**src/rtl/demux_1x2_stream.sv**
```systemverilog
// 1-to-2 stream demultiplexer with an independent one-entry slot per output channel.
// Optional per-channel handshake counters are enabled by defining DEMUX_1X2_CNT_EN.
module demux_1x2_stream #(
  parameter int unsigned WIDTH = 8
) (
  input  logic             clk,
  input  logic             rst_n,
  input  logic             in_valid,
  output logic             in_ready,
  input  logic [WIDTH-1:0] in_data,
  input  logic             sel,
  output logic             out0_valid,
  input  logic             out0_ready,
  output logic [WIDTH-1:0] out0_data,
  output logic             out1_valid,
  input  logic             out1_ready,
  output logic [WIDTH-1:0] out1_data
`ifdef DEMUX_1X2_CNT_EN
  ,
  input  logic             cnt_clr,
  output logic [15:0]      cnt0,
  output logic [15:0]      cnt1
`endif
);

  typedef enum logic {EMPTY = 1'b0, FULL = 1'b1} slot_t;

  slot_t            r_slot0, r_slot1;
  slot_t            w_slot0_nxt, w_slot1_nxt;
  logic [WIDTH-1:0] r_data0, r_data1;
  logic             w_in_hs, w_ld0, w_ld1, w_out0_hs, w_out1_hs;

  assign out0_valid = (r_slot0 == FULL);
  assign out1_valid = (r_slot1 == FULL);
  assign out0_data  = r_data0;
  assign out1_data  = r_data1;

  // A full slot still accepts when its consumer drains it in the same cycle.
  always_comb begin
    in_ready = 1'b0;
    if (sel) in_ready = (r_slot1 == EMPTY) || out1_ready;
    else     in_ready = (r_slot0 == EMPTY) || out0_ready;
  end

  assign w_in_hs   = in_valid & in_ready;
  assign w_ld0     = w_in_hs & ~sel;
  assign w_ld1     = w_in_hs &  sel;
  assign w_out0_hs = out0_valid & out0_ready;
  assign w_out1_hs = out1_valid & out1_ready;

  always_comb begin
    w_slot0_nxt = r_slot0;
    w_slot1_nxt = r_slot1;
    if (w_ld0)          w_slot0_nxt = FULL;
    else if (w_out0_hs) w_slot0_nxt = EMPTY;
    if (w_ld1)          w_slot1_nxt = FULL;
    else if (w_out1_hs) w_slot1_nxt = EMPTY;
  end

  always_ff @(posedge clk or negedge rst_n) begin
    if (!rst_n) begin
      r_slot0 <= EMPTY;
      r_slot1 <= EMPTY;
      r_data0 <= '0;
      r_data1 <= '0;
    end else begin
      r_slot0 <= w_slot0_nxt;
      r_slot1 <= w_slot1_nxt;
      if (w_ld0) r_data0 <= in_data;
      if (w_ld1) r_data1 <= in_data;
    end
  end

`ifdef DEMUX_1X2_CNT_EN
  logic [15:0] r_cnt0, r_cnt1;

  assign cnt0 = r_cnt0;
  assign cnt1 = r_cnt1;

  always_ff @(posedge clk or negedge rst_n) begin
    if (!rst_n) begin
      r_cnt0 <= '0;
      r_cnt1 <= '0;
    end else if (cnt_clr) begin
      r_cnt0 <= '0;
      r_cnt1 <= '0;
    end else begin
      if (w_out0_hs) r_cnt0 <= r_cnt0 + 16'd1;
      if (w_out1_hs) r_cnt1 <= r_cnt1 + 16'd1;
    end
  end
`endif

endmodule

```
**config.mk**
```make
export PLATFORM = sky130hd
export DESIGN_NAME = demux_1x2_stream
export DESIGN_NICKNAME = d
export VERILOG_FILES = /design/src/rtl/demux_1x2_stream.sv
export SDC_FILE = /design/constraint.sdc
export NUM_CORES = 1
export LEC_CHECK = 0
export CORE_MARGIN = 4
export CORE_UTILIZATION = 39
export DETAILED_ROUTE_END_ITERATION = 6
export HOLD_SLACK_MARGIN = 0.02
export PLACE_DENSITY_LB_ADDON = 0.08
export SETUP_SLACK_MARGIN = 0.2
export SLEW_MARGIN = 25
export SYNTH_ARGS = -nofsm -noshare
export SYNTH_HDL_FRONTEND = slang
export SYNTH_SLANG_ARGS = --single-unit
```
**constraint.sdc**
```tcl
create_clock -name clk -period 1.7 [get_ports clk]
set_clock_uncertainty 0.15 [all_clocks]
set_input_delay 0.255 -clock clk [delete_from_list [all_inputs] [get_ports clk]]
set_output_delay 0.255 -clock clk [all_outputs]
set_load 0.005 [all_outputs]
```
After elaboration in Yosys (flattened, before gate mapping)
Index checks and enable logic that the tools add are counted.
{ "classes": {"muxes": 5, "n_bitwise": 8, "n_reduce_logical": 4} }
{ "ops": {"columns": ["cell", "n"], "rows": [
  ["$and A1 B1 Y1", 5],
  ["$mux W1", 5],
  ["$reduce_bool A2 Y1", 2],
  ["$not A1 Y1", 3],
  ["$logic_or A1 B1 Y1", 2]
]} }
{ "word_totals": {"regBits": 18, "inputBits": 14, "wordCells": 21} }

Logic depth before layout (Yosys ltp)
{ "depth": {"ltp_word": 6, "depth_mapped": 3, "ltp_nobuf": 3} }

Worst setup path after synthesis
OpenSTA, ideal clock, no wires.
{ "synth_path": {"path_kind": "register to register", "startpoint": "register r_slot0, in the netlist out0_valid", "endpoint": "register r_data0[0], in the netlist out0_data[0]", "setup_ns": 0.125, "arrival_ns": 1.159, "t_required_ns": 1.425, "path_slack_ns": 0.266, "stages_incl_launch_ff": 4, "period_less_slack_ns": 1.434, "cell_sequence": "dfrtp_1 -> nand2b_2 -> nor3b_4 -> mux2_2"} }
{ "synth_between": {"elab_chain_cells": 5} }
{ "synth_rtl": {"columns": ["element", "line", "rtl"], "rows": [
  ["start, declared", "28", "slot_t r_slot0, r_slot1;"],
  ["start signal, assigned", "67", "r_slot0 <= w_slot0_nxt;"],
  ["$not A1 Y1", "42", "else in_ready = (r_slot0 == EMPTY) || out0_ready;"],
  ["$logic_or A1 B1 Y1", "42", null],
  ["$mux W1", "41", "if (sel) in_ready = (r_slot1 == EMPTY) || out1_ready;"],
  ["$and A1 B1 Y1", "45", "assign w_in_hs = in_valid & in_ready;"],
  ["$and A1 B1 Y1", "46", "assign w_ld0 = w_in_hs & ~sel;"],
  ["end signal, assigned", "69", "if (w_ld0) r_data0 <= in_data;"],
  ["end, declared", "30", "logic [WIDTH-1:0] r_data0, r_data1;"]
]} }
Every way passes these cells.
A chain may end at the register's enable or synchronous reset.

Final worst setup path
{ "layout_path": {"startpoint": "input port out1_ready", "endpoint": "output port in_ready"} }
{ "layout_between": {"elab_chain_cells": 2} }
{ "layout_rtl": {"columns": ["element", "line", "rtl"], "rows": [
  ["start, declared", "16", "input logic out1_ready,"],
  ["$logic_or A1 B1 Y1", "41", null],
  ["$mux W1", "41", null],
  ["end, declared", "9", "output logic in_ready,"]
]} }
Every way passes these cells.

==> flow_summary.toml <==
[run_status]
outcome = "completed"

[power_and_ir_drop]
p_clk_share_pct = 20.2
pwr-share-comb_pct = 25.8
power_density_nw_per_um2 = 898.7
leakage_nw = 0.5080
p_sw_share_pct = 23.96
irDropWorstVdd_uv = 564.5
p_switching_mw = 0.2368
p_int_mw = 0.7516
fin_total_pwr_mw = 0.9884
p_seq_share_pct = 54.0

[sta]
rsz0062_at_grt = "true"
maxSlewHeadroom_pct = 82.12
post-route-min-period_ps = 1479
fin_crit_sh_pct = 86.98
tightest_slew_ps = 267.6
fin_ws_ps = 221.3
fmax_mhz = 676.3
slew_violations = 0
setup_viol = 0
hold_viol_final = 0

[synth]
synth.top_cells.by_area = "dfrtp_1 64%, mux2_2 26%, nor3b_4 2.7%"
synth.top_cell.area_share_pct = 64.06
ys.warnings.count = 0
syn_area_sq_um = 703.2
postSynthAreaPerCell_sq_um = 15.98
synth_cell_type_count = 12
seq_area_frac_synth_pct = 64.06
ys_ff_latch = 18
syn_inst = 44
synth_top_area_cell = "dfrtp_1"
synth_nets = 58

[route]
postRouteAntennaNets = 0
vias = 506
drc_errors = 0
wl_met2_microns = 715
drt-pass1-iter-count = 2
dr.max_layer_used = "met3"
wl_met1_microns = 582
drt_iter0_drc = 2
vias_per_cell = 4.685
routed_wl_mm = 1.425
dr_wl_met3_microns = 126
wire_per_inst_microns = 13.19

[worst_setup_path]
arrival_ps = 1070
end_kind = "primary output"
slowest_stage = "clkdlybuf4s50_1"
startpoint_type = "input pin"
crit_chain = "clkdlybuf4s50_1, nor2b_4, a21oi_1, buf_2"
cp_data_required_time_ps = 1290
crit_fanout = 3
cpPeakStageDelay_ps = 450
worstSetupPathType = "input pin to primary output"

[clock_tree]
clk_path_buf_depth = 2
clock_latency_ps = 280
root_buffer = "clkbuf_4"
cts_buffers = 3
cts_sinks = 18
cts_tree = "built"
holdBufCountCts = 0
h-tree-depth = 1
postCtsSetupRepairBufs = 0
path_clk_slew_ps = 100

[final_layout]
fin_util_pct = 63.70
fillerInstances = 158
final_net_count = 99
num_antenna_cells = 0
post-route-cell-area_sq_um = 1100
drive_gt1_share_pct = 34.94
stdcell_count = 108
area_growth_pct = 56.41

[global_route]
grt_max_degree = 19
grt_pass1_wl_mm = 2.477
grt_pass1_vias = 549
overflow = 0
grt_use_total_pct = 13.00
antenna_found_initial = 0

[floorplan]
start_util_pct = 40.72
die_h_microns = 50.46
rows = 15
core_area_sq_um = 1727
fp.dieW_microns = 50.46
die_area_sq_um = 2546
num_io_pins = 33

[placed_design]
dp_slack_ps = -183.8
port_buffers = 32
place_congestion = 0.6358
dpl_cell_area_sq_um = 1085
dp_cells = 105

[run]
cap_violations = 0

[worst_hold_path]
hold_class = "input pin to async pin"
## power by group through the flow
stage                     Combinational [mW]  Sequential [mW]  Clock, mW
final                                  0.255            0.534      0.199
after global placement                 0.305            0.544          0
after floorplan                       0.0867            0.551          0
after detailed placement               0.310            0.547          0
after CTS                              0.259            0.535      0.207
after global routing                   0.280            0.547      0.232
## area by class of cell
class | instances | area [sq um] | area share [%]
Multi-Input combinational cell | 25 | 264.0 | 24.00
Tap cell | 25 | 31.28 | 2.844
Timing Repair Buffer | 36 | 327.8 | 29.81
Inverter | 1 | 3.754 | 0.3413
Sequential cell | 18 | 450.4 | 40.96
Clock buffer | 3 | 22.52 | 2.048
## layer usage
layer / GRT usage, % / vias to the layer above
met5: 0 / -
li1: - / 233
met3: 3.858 / 0
met2: 23.26 / 21
met4: 2.691 / 0
met1: 15.30 / 252
## worst max-delay path, delay by kind of cell
family | cells | cell delay (ps)
buffers and inverters | 2 | 570
AO/OA/AOI/OAI | 1 | 70
AND/OR/NAND/NOR | 1 | 170
## cells in the final DEF (no fill, tap or decap), drive strengths merged
| cell type | synthesis | routed |
|---|---|---|
| a21oi | 1 | 1 |
| buf | 0 | 5 |
| clkbuf | 0 | 3 |
| clkdlybuf4s50 | 0 | 11 |
| dfrtp | 18 | 18 |
| dlygate4sd2 | 0 | 19 |
| dlymetal6s2s | 0 | 1 |
| inv | 1 | 1 |
| mux2 | 16 | 16 |
| nand2 | 1 | 1 |
| nand2b | 2 | 2 |
| nor2 | 2 | 2 |
| nor2b | 1 | 1 |
| nor3b | 1 | 1 |
| o21ai | 1 | 1 |
## metrics by stage
| step | hold WS (ps) | setup TNS, ps |
|---|---|---|
| floorplan | -190.6 | 0 |
| global placement | 339.0 | -2255 |
| global route | 151.3 | 0 |
| finish | 142.5 | 0 |
| detailed placement | 345.0 | -2487 |
| CTS | 149.4 | 0 |
## Yosys cell counts
cell and n:
o21ai_0 1, dfrtp_1 18, mux2_2 16, nor2_4 1, nor2_1 1, nor2b_1 1, nand2b_1 1, nor3b_4 1
nand2_1 1, nand2b_2 1, inv_1 1, a21oi_1 1
## sequential cells by signal, summed over array words and instances, names as in the netlist
register	count
out0_data	8
out1_data	8
out0_valid	1
out1_valid	1
## timing repair
action	4_1_cts	5_1_grt
gates cloned	0	0
resized for setup	25	4
pin swaps	1	2
endpoints found under the setup margin	35	9
endpoints found under the hold margin	0	0
## cell families (layout without fill, tap and decap cells)
logic type	after synthesis	after routing	share of synthesized area (%)
mux	16	16	25.62
flops	18	18	64.06
simple gates	7	7	8.364
buf+inv	1	40	0.5333
compound gates	2	2	1.422
## worst paths after layout
check                                         start                       end  slack, ps  cells after the start
min in group clk                         out0_ready    out0_valid$_DFFE_PN0P_        150                      3
setup reg to reg             out0_valid$_DFFE_PN0P_  out0_data[2]$_DFFE_PN0P_        250                      4
hold reg to reg            out1_data[6]$_DFFE_PN0P_  out1_data[6]$_DFFE_PN0P_        360                      1
setup / recovery                         out1_ready                  in_ready        220                      4
hold / removal                                rst_n  out0_data[4]$_DFFE_PN0P_        140                      2
max in group asynchronous                     rst_n  out0_data[5]$_DFFE_PN0P_       1060                      2
(Power assumes the default switching activity.)
==> variant, RTL diff (same flow settings) <==
The option `DEMUX_1X2_CNT_EN` is turned on by a define.
--- a/src/rtl/demux_1x2_stream.sv
+++ b/src/rtl/demux_1x2_stream.sv
@@ -1,5 +1,7 @@
 // 1-to-2 stream demultiplexer with an independent one-entry slot per output channel.
 // Optional per-channel handshake counters are enabled by defining DEMUX_1X2_CNT_EN.
+`define DEMUX_1X2_CNT_EN
+
 module demux_1x2_stream #(
   parameter int unsigned WIDTH = 8
 ) (
Interface: changed (added cnt0, cnt1 and cnt_clr); port bits go from 33 to 66. No check against the original RTL was run, so the function may have changed too.
==> variant against the unedited design <==
- via count rose to 4.4 times the old value
- synthesized area rose to 3.3 times the old value
- worst setup slack got worse by 0.16 ns
- power rose to 2.7 times the old value
- sequential cell count rose by 32
- routed wire length rose to 5.0 times the old value
- global-route usage rose by 5.2 points
- final area rose to 3.8 times the old value
- sequential power rose by 150%
- largest power group unchanged
==> variant: results (changes against the unedited design) <==
Status: finished clean
Vias in the first global route: 2277 (+310%)
Root buffer cell: clkbuf_8
GPL Wtd Cong: 0.7675 (+21%)
Nets: 384 (+290%)
CTS max path bufs: 2 (unchanged)
Worst-path fanout max: 5 (+2)
Layout cells sized above 1: 43.87% (+8.9 points)
Slowest-stage cell, CP: or3b_1
Unique masters post-synth: 31 (+19)
Rel. slew slack: 80.34% (-1.8 points)
First-pass GRT wire length: 10680 um (+330%)
Post-synth ARST share: 100.0% (unchanged)
Gr usage total: 18.17% (+5.2 points)
Syn Nets: 230 (+300%)
Arrival time at the worst endpoint: 1.72 ns (+0.65 ns)
Reg2Reg Depth: 5 (+1)
Post-detail-place hpwl: 3923 um
CP max stage delay: 0.38 ns (-0.07 ns)
Beginning of the critical path: cnt1[10]$_DFFE_PN0P_
VDD IR max: 426.4 uV (-24%)
HP Start: out1_ready
Skew-Pair Late Insertion Delay: 0.30 ns (+0.02 ns)
Sequential area share after synthesis: 53.50% (-11 points)
IO buf count: 65 (+100%)
H-tree depth: 2 (+1)
Total CTS buffers: 5 (+2)
Drt pass-1 iters: 4 (+2)
Vias: 2228 (+340%)
Top cells by area, synth: dfrtp_1, mux2_2, xnor2_1
Worst R2R Setup Slack: 0.06 ns (-0.19 ns)
Worst hold path class: input port to flip-flop
DR iter-0 viols: 99 (+97)
Largest net degree at the start of global routing: 51 (+32)
Fillers: 424 (+170%)
Worst hold stages: 3
Drt wl/cell: 16.13 um (+22%)
Post-synth top cells: dfrtp_1, nor2_1, mux2_2
LEAKAGE: 2.065 nW (+310%)
Hold Vio Cnt, Final: 0 (unchanged)
[variant: cell types whose count changed in the layout (fill, tap and decap cells not counted), moves of 15 or more]
cell	unedited run	this run
xnor2_1	0	15
dfrtp_1	18	47
dlygate4sd2_1	19	42
buf_6	1	25
nor2_1	0	26
buf_4	3	62
[variant: kinds of logic (layout without fill, tap and decap cells)]
family,after synthesis,after routing,synth area share (%)
AND/OR/NAND/NOR,90,90,21.88
flip-flops,50,50,53.50
XOR/XNOR,23,23,8.614
multiplexers,18,18,8.668
AO/OA/AOI/OAI,15,15,3.478
buffers and inverters,15,169,2.782
adder cells (fa/ha/maj),2,2,1.070
[variant: where the power goes]
part	switching (W)	internal (W)
combinational	0.000186	0.000283
clock	0.000392	0.000471
sequential	0.0000458	0.00127
total	0.000623	0.00202
[variant: repair_timing]
action                                 CTS  global route
hold buffers                             1             0
endpoints found under the hold margin   50             0
setup endpoints to repair               87            43
pin swaps                               19            27
gates resized for setup                 98            56
setup buffers                           49            14
[variant: worst max-delay path: cells and delay by family, from the launching register on]
family	cells	cell delay, ns
buf+inv	1	0.14
flops	1	0.37
compound gates	1	0.14
simple gates	3	0.78
[variant: path summary, 6_finish.rpt]
| kind | endpoint |
|---|---|
| max reg2reg | cnt1[15]$_DFFE_PN0P_ |
| max in group asynchronous | out1_valid$_DFFE_PN0P_ |
| max | cnt1[15]$_DFFE_PN0P_ |
| min | out1_valid$_DFFE_PN0P_ |
| min reg2reg | out1_data[2]$_DFFE_PN0P_ |
| min in group asynchronous | cnt1[13]$_DFFE_PN0P_ |
[variant: cell type report]
class | instances | share of cell area [%]
inverter | 9 | 0.8072
sequential | 50 | 29.98
clock inverter | 1 | 0.7175
timing repair buffer | 153 | 32.14
multi-input combinational | 148 | 32.23
tap | 72 | 2.152
clock buffer | 6 | 1.973
[variant: metrics by stage]
stage          util (%)  area, sq um  hold slack (ns)  std cells  setup WS [ns]
3_3_place_gp      57.69         3274           0.1199        368        -0.3447
4_1_cts           68.47         3886           0.2235        425        0.02656
2_1_floorplan         -         2365          -0.1906        213         0.1769
6_report          73.74         4185           0.2291        439        0.06407
5_1_grt           73.74         4185           0.2225        439       -0.04424
3_5_place_dp      57.69         3274           0.1211        368        -0.3106
[variant: layer usage]
metal | vias up | global-route usage, % | part of all wire (%)
met5 | - | 0 | 0
met4 | 0 | 5.180 | 1.8
met3 | 13 | 5.728 | 5.7
met2 | 69 | 30.44 | 51
met1 | 1096 | 22.48 | 42
li1 | 1050 | - | -
